--- config.mk ---
export PLATFORM = sky130hd
export DESIGN_NAME = window_seq_ctrl
export DESIGN_NICKNAME = d
export VERILOG_FILES = /design/src/rtl/window_seq_ctrl.sv
export SDC_FILE = /design/constraint.sdc
export NUM_CORES = 1
export LEC_CHECK = 0
export BUFFER_PORTS_ARGS = -buffer_cell sky130_fd_sc_hd__buf_2
export CORE_MARGIN = 2
export CORE_UTILIZATION = 44
export DETAILED_ROUTE_END_ITERATION = 8
export PLACE_DENSITY_LB_ADDON = 0.25
export SLEW_MARGIN = 20
export SYNTH_ARGS = -nofsm -noshare
export SYNTH_HDL_FRONTEND = slang
export SYNTH_SLANG_ARGS = --single-unit
--- constraint.sdc ---
create_clock -name clk -period 1.88 [get_ports clk]
set_input_delay 0.376 -clock clk [delete_from_list [all_inputs] [get_ports clk]]
set_output_delay 0.376 -clock clk [all_outputs]
set_load 0.1 [all_outputs]
--- src/rtl/window_seq_ctrl.sv ---
// Window sequencer: drops warm-up/row-straddling windows and tags valid ones with sof/eol/eof.
// Optional frame statistics counter built only when WINDOW_SEQ_CTRL_STATS_EN is defined.
module window_seq_ctrl #(
  parameter int IMG_WIDTH    = 854,
  parameter int IMG_HEIGHT   = 480,
  parameter int BUFFER_WIDTH = 8,
  parameter int BLOCK_WIDTH  = 3,
  parameter int BLOCK_HEIGHT = 3,
  parameter int KERNEL_WIDTH = BLOCK_WIDTH*BLOCK_HEIGHT*BUFFER_WIDTH
) (
  input  logic                    clk,
  input  logic                    rst,
  input  logic                    enable,
  input  logic                    frame_rst,
  input  logic                    lb_valid,
  input  logic [KERNEL_WIDTH-1:0] lb_kernel,
  output logic                    lb_ready,
  output logic                    out_valid,
  output logic [KERNEL_WIDTH-1:0] out_kernel,
  output logic                    out_sof,
  output logic                    out_eol,
  output logic                    out_eof,
  input  logic                    out_ready,
  output logic                    busy,
  output logic [15:0]             frame_count
);

  localparam int CW = (IMG_WIDTH  > 1) ? $clog2(IMG_WIDTH)  : 1;
  localparam int RW = (IMG_HEIGHT > 1) ? $clog2(IMG_HEIGHT) : 1;

  localparam logic [CW-1:0] COL_LAST = CW'(IMG_WIDTH-1);
  localparam logic [CW-1:0] COL_FWD  = CW'(BLOCK_WIDTH-1);
  localparam logic [RW-1:0] ROW_LAST = RW'(IMG_HEIGHT-1);
  localparam logic [RW-1:0] ROW_FWD  = RW'(BLOCK_HEIGHT-1);
  localparam logic [RW-1:0] ROW_PRE  = RW'(BLOCK_HEIGHT-2);

  localparam logic [1:0] IDLE   = 2'd0;
  localparam logic [1:0] FILL   = 2'd1;
  localparam logic [1:0] STREAM = 2'd2;

  logic [1:0]    state, state_nxt;
  logic [CW-1:0] col;
  logic [RW-1:0] row;
  logic          beat, fwd;
  logic          at_col_last, at_row_last;
  logic          m_sof, m_eol, m_eof;

  assign at_col_last = (col == COL_LAST);
  assign at_row_last = (row == ROW_LAST);

  // A single output register: accept only when it is empty or draining this cycle.
  assign lb_ready = (state != IDLE) && !frame_rst && (!out_valid || out_ready);
  assign beat     = lb_valid && lb_ready;
  assign fwd      = beat && (state == STREAM) && (row >= ROW_FWD) && (col >= COL_FWD);

  assign m_sof = (row == ROW_FWD) && (col == COL_FWD);
  assign m_eol = at_col_last;
  assign m_eof = at_col_last && at_row_last;

  assign busy = (state != IDLE);

  always_comb begin
    state_nxt = state;
    if (frame_rst) begin
      state_nxt = enable ? FILL : IDLE;
    end else begin
      case (state)
        IDLE:   if (enable) state_nxt = FILL;
        FILL:   if (beat && at_col_last && (row == ROW_PRE)) state_nxt = STREAM;
        STREAM: if (fwd && m_eof) state_nxt = enable ? FILL : IDLE;
        default: state_nxt = IDLE;
      endcase
    end
  end

  always_ff @(posedge clk or negedge rst) begin
    if (!rst) state <= IDLE;
    else      state <= state_nxt;
  end

  // Raster position of the newest pixel of the next beat.
  always_ff @(posedge clk or negedge rst) begin
    if (!rst) begin
      col <= '0;
      row <= '0;
    end else if (frame_rst) begin
      col <= '0;
      row <= '0;
    end else if (beat) begin
      if (at_col_last) begin
        col <= '0;
        row <= at_row_last ? '0 : row + 1'b1;
      end else begin
        col <= col + 1'b1;
      end
    end
  end

  always_ff @(posedge clk or negedge rst) begin
    if (!rst) begin
      out_valid  <= 1'b0;
      out_kernel <= '0;
      out_sof    <= 1'b0;
      out_eol    <= 1'b0;
      out_eof    <= 1'b0;
    end else if (frame_rst || (out_valid && out_ready && !fwd)) begin
      out_valid  <= 1'b0;
      out_kernel <= '0;
      out_sof    <= 1'b0;
      out_eol    <= 1'b0;
      out_eof    <= 1'b0;
    end else if (fwd) begin
      out_valid  <= 1'b1;
      out_kernel <= lb_kernel;
      out_sof    <= m_sof;
      out_eol    <= m_eol;
      out_eof    <= m_eof;
    end
  end

`ifdef WINDOW_SEQ_CTRL_STATS_EN
  logic [15:0] fcnt;

  // Counted when the eof window enters the output register; frame_rst never reaches here.
  always_ff @(posedge clk or negedge rst) begin
    if (!rst)             fcnt <= '0;
    else if (fwd && m_eof) fcnt <= fcnt + 16'd1;
  end

  assign frame_count = fcnt;
`else
  assign frame_count = 16'd0;
`endif

endmodule

After elaboration in Yosys (flattened, before gate mapping)
Cells that the tools add are included.

operators by class
  equal/unequal tests = 10
  muxes and demuxes = 23
  magnitude comparators = 2
  reduce and logical (&&, ||, !) cells = 25
  $add $sub $neg = 2

operator list
  kind                                                   number
  2-to-1 mux 72 bit                                      2
  2-to-1 mux 9 bit                                       4
  2-to-1 mux 10 bit                                      3
  logical AND 1 bit                                      13
  adder 10 x 1 -> 10 bit, second input constant          1
  equality test 10 bit, second input constant            1
  equality test 10 x 2 -> 1 bit, second input constant   1
  >= comparator 10 x 2 -> 1 bit, second input constant   1
  adder 9 x 1 -> 9 bit, second input constant            1
  equality test 9 x 1 -> 1 bit, second input constant    1
  equality test 9 x 2 -> 1 bit, second input constant    1
  equality test 9 bit, second input constant             1
  >= comparator 9 x 2 -> 1 bit, second input constant    1
  2-to-1 mux 1 bit                                       9
  2-to-1 mux 2 bit                                       4
  nonzero test 2 bit                                     4
  inequality test 3 bit, second input constant           2
  one-hot mux 2 bit (3 select lines)                     1
  zero test 1 bit                                        3
  inequality test 3 x 2 -> 1 bit, second input constant  1
  AND reduction 3 bit                                    1
  equality test 2 x 1 -> 1 bit, second input constant    1
  equality test 2 bit, second input constant             1
  zero test 2 bit                                        1
  other kinds (2)                                        3

storage, ports and cells
  input port bits = 78
  output and inout bits = 94
  logic and storage cells = 70
  bits in registers = 97

Longest topological paths before layout
  depth after elaboration = 11
  mapped depth = 8
  mapped depth without buffers = 7

Least setup slack after synthesis
Ideal clock, no wire load.

  kind = register to output
  start point = register out_valid
  end point = output lb_ready
  data required time = 1.504 ns
  arrival = 3.110 ns
  slack = -1.606 ns
  cell stages (with the launch flop) = 3
  cell sequence = dfrtp_1 -> nor2b_1 -> nor3_1

between the ends
  cells in the longest elaborated chain, start to end = 3

ends and longest elaborated chain
  item                    line  source
  from (decl)             18    output logic out_valid,
  from (signal assigned)  101   out_valid <= 1'b0;
  from (signal assigned)  107   out_valid <= 1'b0;
  from (signal assigned)  113   out_valid <= 1'b1;
  zero test 1 bit         52    assign lb_ready = (state != IDLE) && !frame_rst && (!out_valid || out_ready);
  logical OR 1 bit        52
  logical AND 1 bit       52
  to (decl)               17    output logic lb_ready,

Every way passes these cells.

Worst setup path after layout
  start point = register out_valid
  end point = register out_kernel[35]

between the ends
  cells in the longest elaborated chain, start to end = 11
  elaborated cells on any way between the ends = 13

ends and longest elaborated chain
  item                                                            line  source
  zero test 1 bit                                                 52
  logical OR 1 bit                                                52
  logical AND 1 bit                                               52
  logical AND 1 bit                                               53    assign beat = lb_valid && lb_ready;
  logical AND 1 bit (3 in series)                                 54    assign fwd = beat && (state == STREAM) && (row >= ROW_FWD) && (col >= COL_FWD);
  zero test 1 bit                                                 106   end else if (frame_rst || (out_valid && out_ready && !fwd)) begin
  logical AND 1 bit                                               106
  logical OR 1 bit                                                106
  2-to-1 mux 72 bit / nonzero test 2 bit (equally long branches)  -
  to (signal assigned)                                            114   out_kernel <= lb_kernel;
  to (decl)                                                       19    output logic [KERNEL_WIDTH-1:0] out_kernel,

Parallel ways exist; a longest one is shown, timed or not.
A chain may end at the register's enable or synchronous reset.

==> impl_metrics.py <==
metrics = {
    "worst_setup_path": {
        "cp.arrival_ns": 2.30,
        "end_kind": "flip-flop",
        "r2r_slack_ns": -0.15,
        "critPathRequiredTime_ns": 2.15,
        "reg2regPathDepth": 7,
        "startpoint_type": "flip-flop",
        "criticalPathCategory": "reg -> reg",
        "crit_fanout": 9,
    },
    "timing": {
        "final.period_utilization_pct": 108,
        "setup-tns-final_ns": -8.77,
        "setup_viol": 77,
        "max_freq_mhz": 492,
        "hold_viol": 0,
        "relSlewSlack_pct": 65.0,
        "post-route-min-period_ns": 2.03,
        "finalWorstSetupSlack_ns": -0.153,
        "final_max_slew_viol_count": 0,
        "holdWs_ns": 0.190,
        "rsz0062_at_grt": "yes",
        "worstMarginPinSlew_ns": 0.525,
        "fin_worst_skew_ns": 0.0199,
    },
    "pwr": {
        "p_leak_nw": 3.68,
        "power.total_w": 0.00387,
        "peakVddDrop_mv": 0.316,
        "power.density_nw_per_um2": 587,
    },
    "logic_synthesis": {
        "synthTopCellsByArea": "dfrtp_1 53%, nand2_1 13%, nand3_1 6.8%",
        "synth_top_area_share_pct": 53.4,
        "synthDistinctLibCells": 45,
        "ys_seq_area_share_pct": 53.4,
        "ys_ff_latch": 97,
        "yosysTopAreaCell": "dfrtp_1",
        "async_flop_share_pct": 100,
        "synth_edf_count": 0,
        "synth_common_cells": "158 x nand2_1, 97 x dfrtp_1, 62 x nand3_1, 19 x nand3_2, 18 x nor2_1",
        "syn_avg_cell_area_um2": 9.28,
        "ys.flop_type": "dfrtp_1",
        "synth_most_common_cell": "nand2_1",
        "syn_inst": 490,
        "yosysWarningCount": 0,
        "syn_area_um2": 4550,
    },
    "cells_and_area": {
        "final_util_pct": 64.7,
        "final_cells": 837,
        "insertedDiodeCount": 0,
        "fillers": 850,
        "nets": 780,
        "area.growth.synth_to_final_pct": 45.0,
        "drive_gt1_share_pct": 44.4,
    },
    "detailed_routing": {
        "viasPerCell": 5.05,
        "firstDrtPassIters": 5,
        "dr.first_iter.drc_count": 285,
        "route.vias.total": 4226,
        "remaining_drc_errors": 0,
        "wl_per_cell_um": 15.5,
        "routed_wl_mm": 13.0,
        "ant_nets": 0,
    },
    "global_routing": {
        "grt_pass1_vias": 4125,
        "antenna_found_initial": 0,
        "grt_max_degree": 76,
        "grt_overflow": 0,
        "met1_usage_pct": 29.7,
        "grt_use_total_pct": 22.4,
        "grt_pass1_wl_mm": 20.1,
        "busiest_layer": "met2",
        "use_met2_pct": 38.4,
        "use_met3_pct": 3.15,
    },
    "clock_tree": {
        "cts_buffers": 9,
        "cts_sinks": 97,
        "clk_latency_ns": 0.37,
        "h-tree-depth": 3,
        "cts_tree": "yes",
        "clk_pin_slew_ns": 0.11,
        "cts-root-buf": "clkbuf_8",
        "clk_path_buf_depth": 2,
    },
    "status": {
        "violations": "setup timing",
        "status": "finished, violations left",
    },
    "min_path": {
        "hp-class": "in -> reg",
        "hold_depth": 3,
    },
    "place": {
        "post-place-cells": 796,
        "hpwlAfterDp_mm": 8.30,
        "gp_congestion": 0.861,
        "io_buffer_count": 155,
    },
    "floorplanning": {
        "pin_count": 172,
        "start_util_pct": 44.7,
        "die_y_um": 106,
        "core_um2": 10200,
        "die_w_um": 106,
        "fp-row-count": 37,
        "die_area_um2": 11200,
    },
    "job": {
        "drv_cap": 0,
    },
}
flip-flops by register name (all words and copies together), names as in the netlist:
signal / cells
row: 9
state: 2
out_sof: 1
out_eof: 1
col: 10
out_valid: 1
out_eol: 1
out_kernel: 72
final timing paths:
| kind | start | endpoint |
|---|---|---|
| worst max-delay path | out_valid | out_kernel[35] |
| worst min-delay path | lb_kernel[24] | out_kernel[24] |
| worst max register to register | out_valid | out_kernel[35] |
| worst min register to register | out_kernel[49] | out_kernel[49] |
| max in group asynchronous | rst | row[0] |
| min in group asynchronous | rst | out_kernel[69] |
metrics by stage:
step                      worst slack [ns]  cell area (um2)
after floorplan                     -0.300             4690
after global placement              -0.102             5770
after detailed placement            -0.127             5770
after CTS                           -0.124             6250
after global routing                -0.211             6590
final                               -0.153             6590
cell usage in the layout (no fill, tap or decap), types with 2 or more instances in the layout:
cell        synthesis  layout
a31oi_1             4       3
clkbuf_16           0       6
inv_6               0       3
nand2_4             0       2
a21oi_4             0       3
dfrtp_1            97      96
nand2b_1            4       4
nor2b_1             6       4
or4_4               1       2
buf_4              16      42
nand3_1            62      59
clkbuf_8            0       9
buf_16              0       4
nand3_2            19      22
ha_1                6       5
nor3_2              1       3
a21oi_1             7       3
o21ai_0            10       3
buf_12              0       9
buf_6               2       6
nor2_1             18      17
xnor2_1             3       3
nor2b_4             0       2
nand4_1             7       7
o31ai_2             0       3
nor3_4              0       2
clkinvlp_4          0       2
xor2_1              5       5
nand2_2             0      19
buf_2               6     152
nor4_1              3       2
inv_1               7       5
nand2_1           158     137
o21ai_1             0       6
conb_1              1      16
cell families after synthesis:
group	after synthesis	synth area share [%]
simple gates	295	31.5
flops	97	53.4
buf+inv	49	6.60
compound gates	33	5.06
xor+xnor	8	1.54
fa+ha+maj	6	1.65
other cells	1	0.0825
mux	1	0.220
final cells by class:
cell class | instances | area [um2] | share of cell area (%)
tap | 136 | 170 | 2.58
timing repair buffer | 222 | 1640 | 24.9
sequential | 97 | 2430 | 36.9
multi-input combinational | 359 | 2140 | 32.4
inverter | 7 | 30.0 | 0.455
clock inverter | 7 | 58.8 | 0.892
clock buffer | 9 | 124 | 1.88
metal layers:
metal | wire, um | vias to the layer above
li1 | - | 2021
met1 | 5690 | 2033
met2 | 6520 | 158
met3 | 594 | 14
met4 | 157 | 0
met5 | 0 | -
critical path, cell delays in order (launching register included):
cell,delay (ns)
dfrtp_4,0.49
nor2b_4,0.14
or4_4,0.44
a221o_4,0.39
buf_4,0.18
clkbuf_16,0.16
nand3_1,0.08
nand2_1,0.06
power by group:
part | total (W) | internal [W] | switching [W]
logic | 0.000478 | 0.000133 | 0.000346
clock network | 0.00130 | 0.000506 | 0.000794
registers | 0.00209 | 0.00209 | 0.00000464
total | 0.00387 | 0.00273 | 0.00114
what timing repair did:
item                                   in CTS  in global routing
gates resized for setup                    21                 48
setup endpoints to repair                  82                 91
endpoints found under the hold margin      15                  0
hold buffers                                1                  0
pin swaps                                   8                  9
cloned                                      5                  6
setup buffers                               8                  5
No activity file was read; power rests on OpenSTA's default activity.
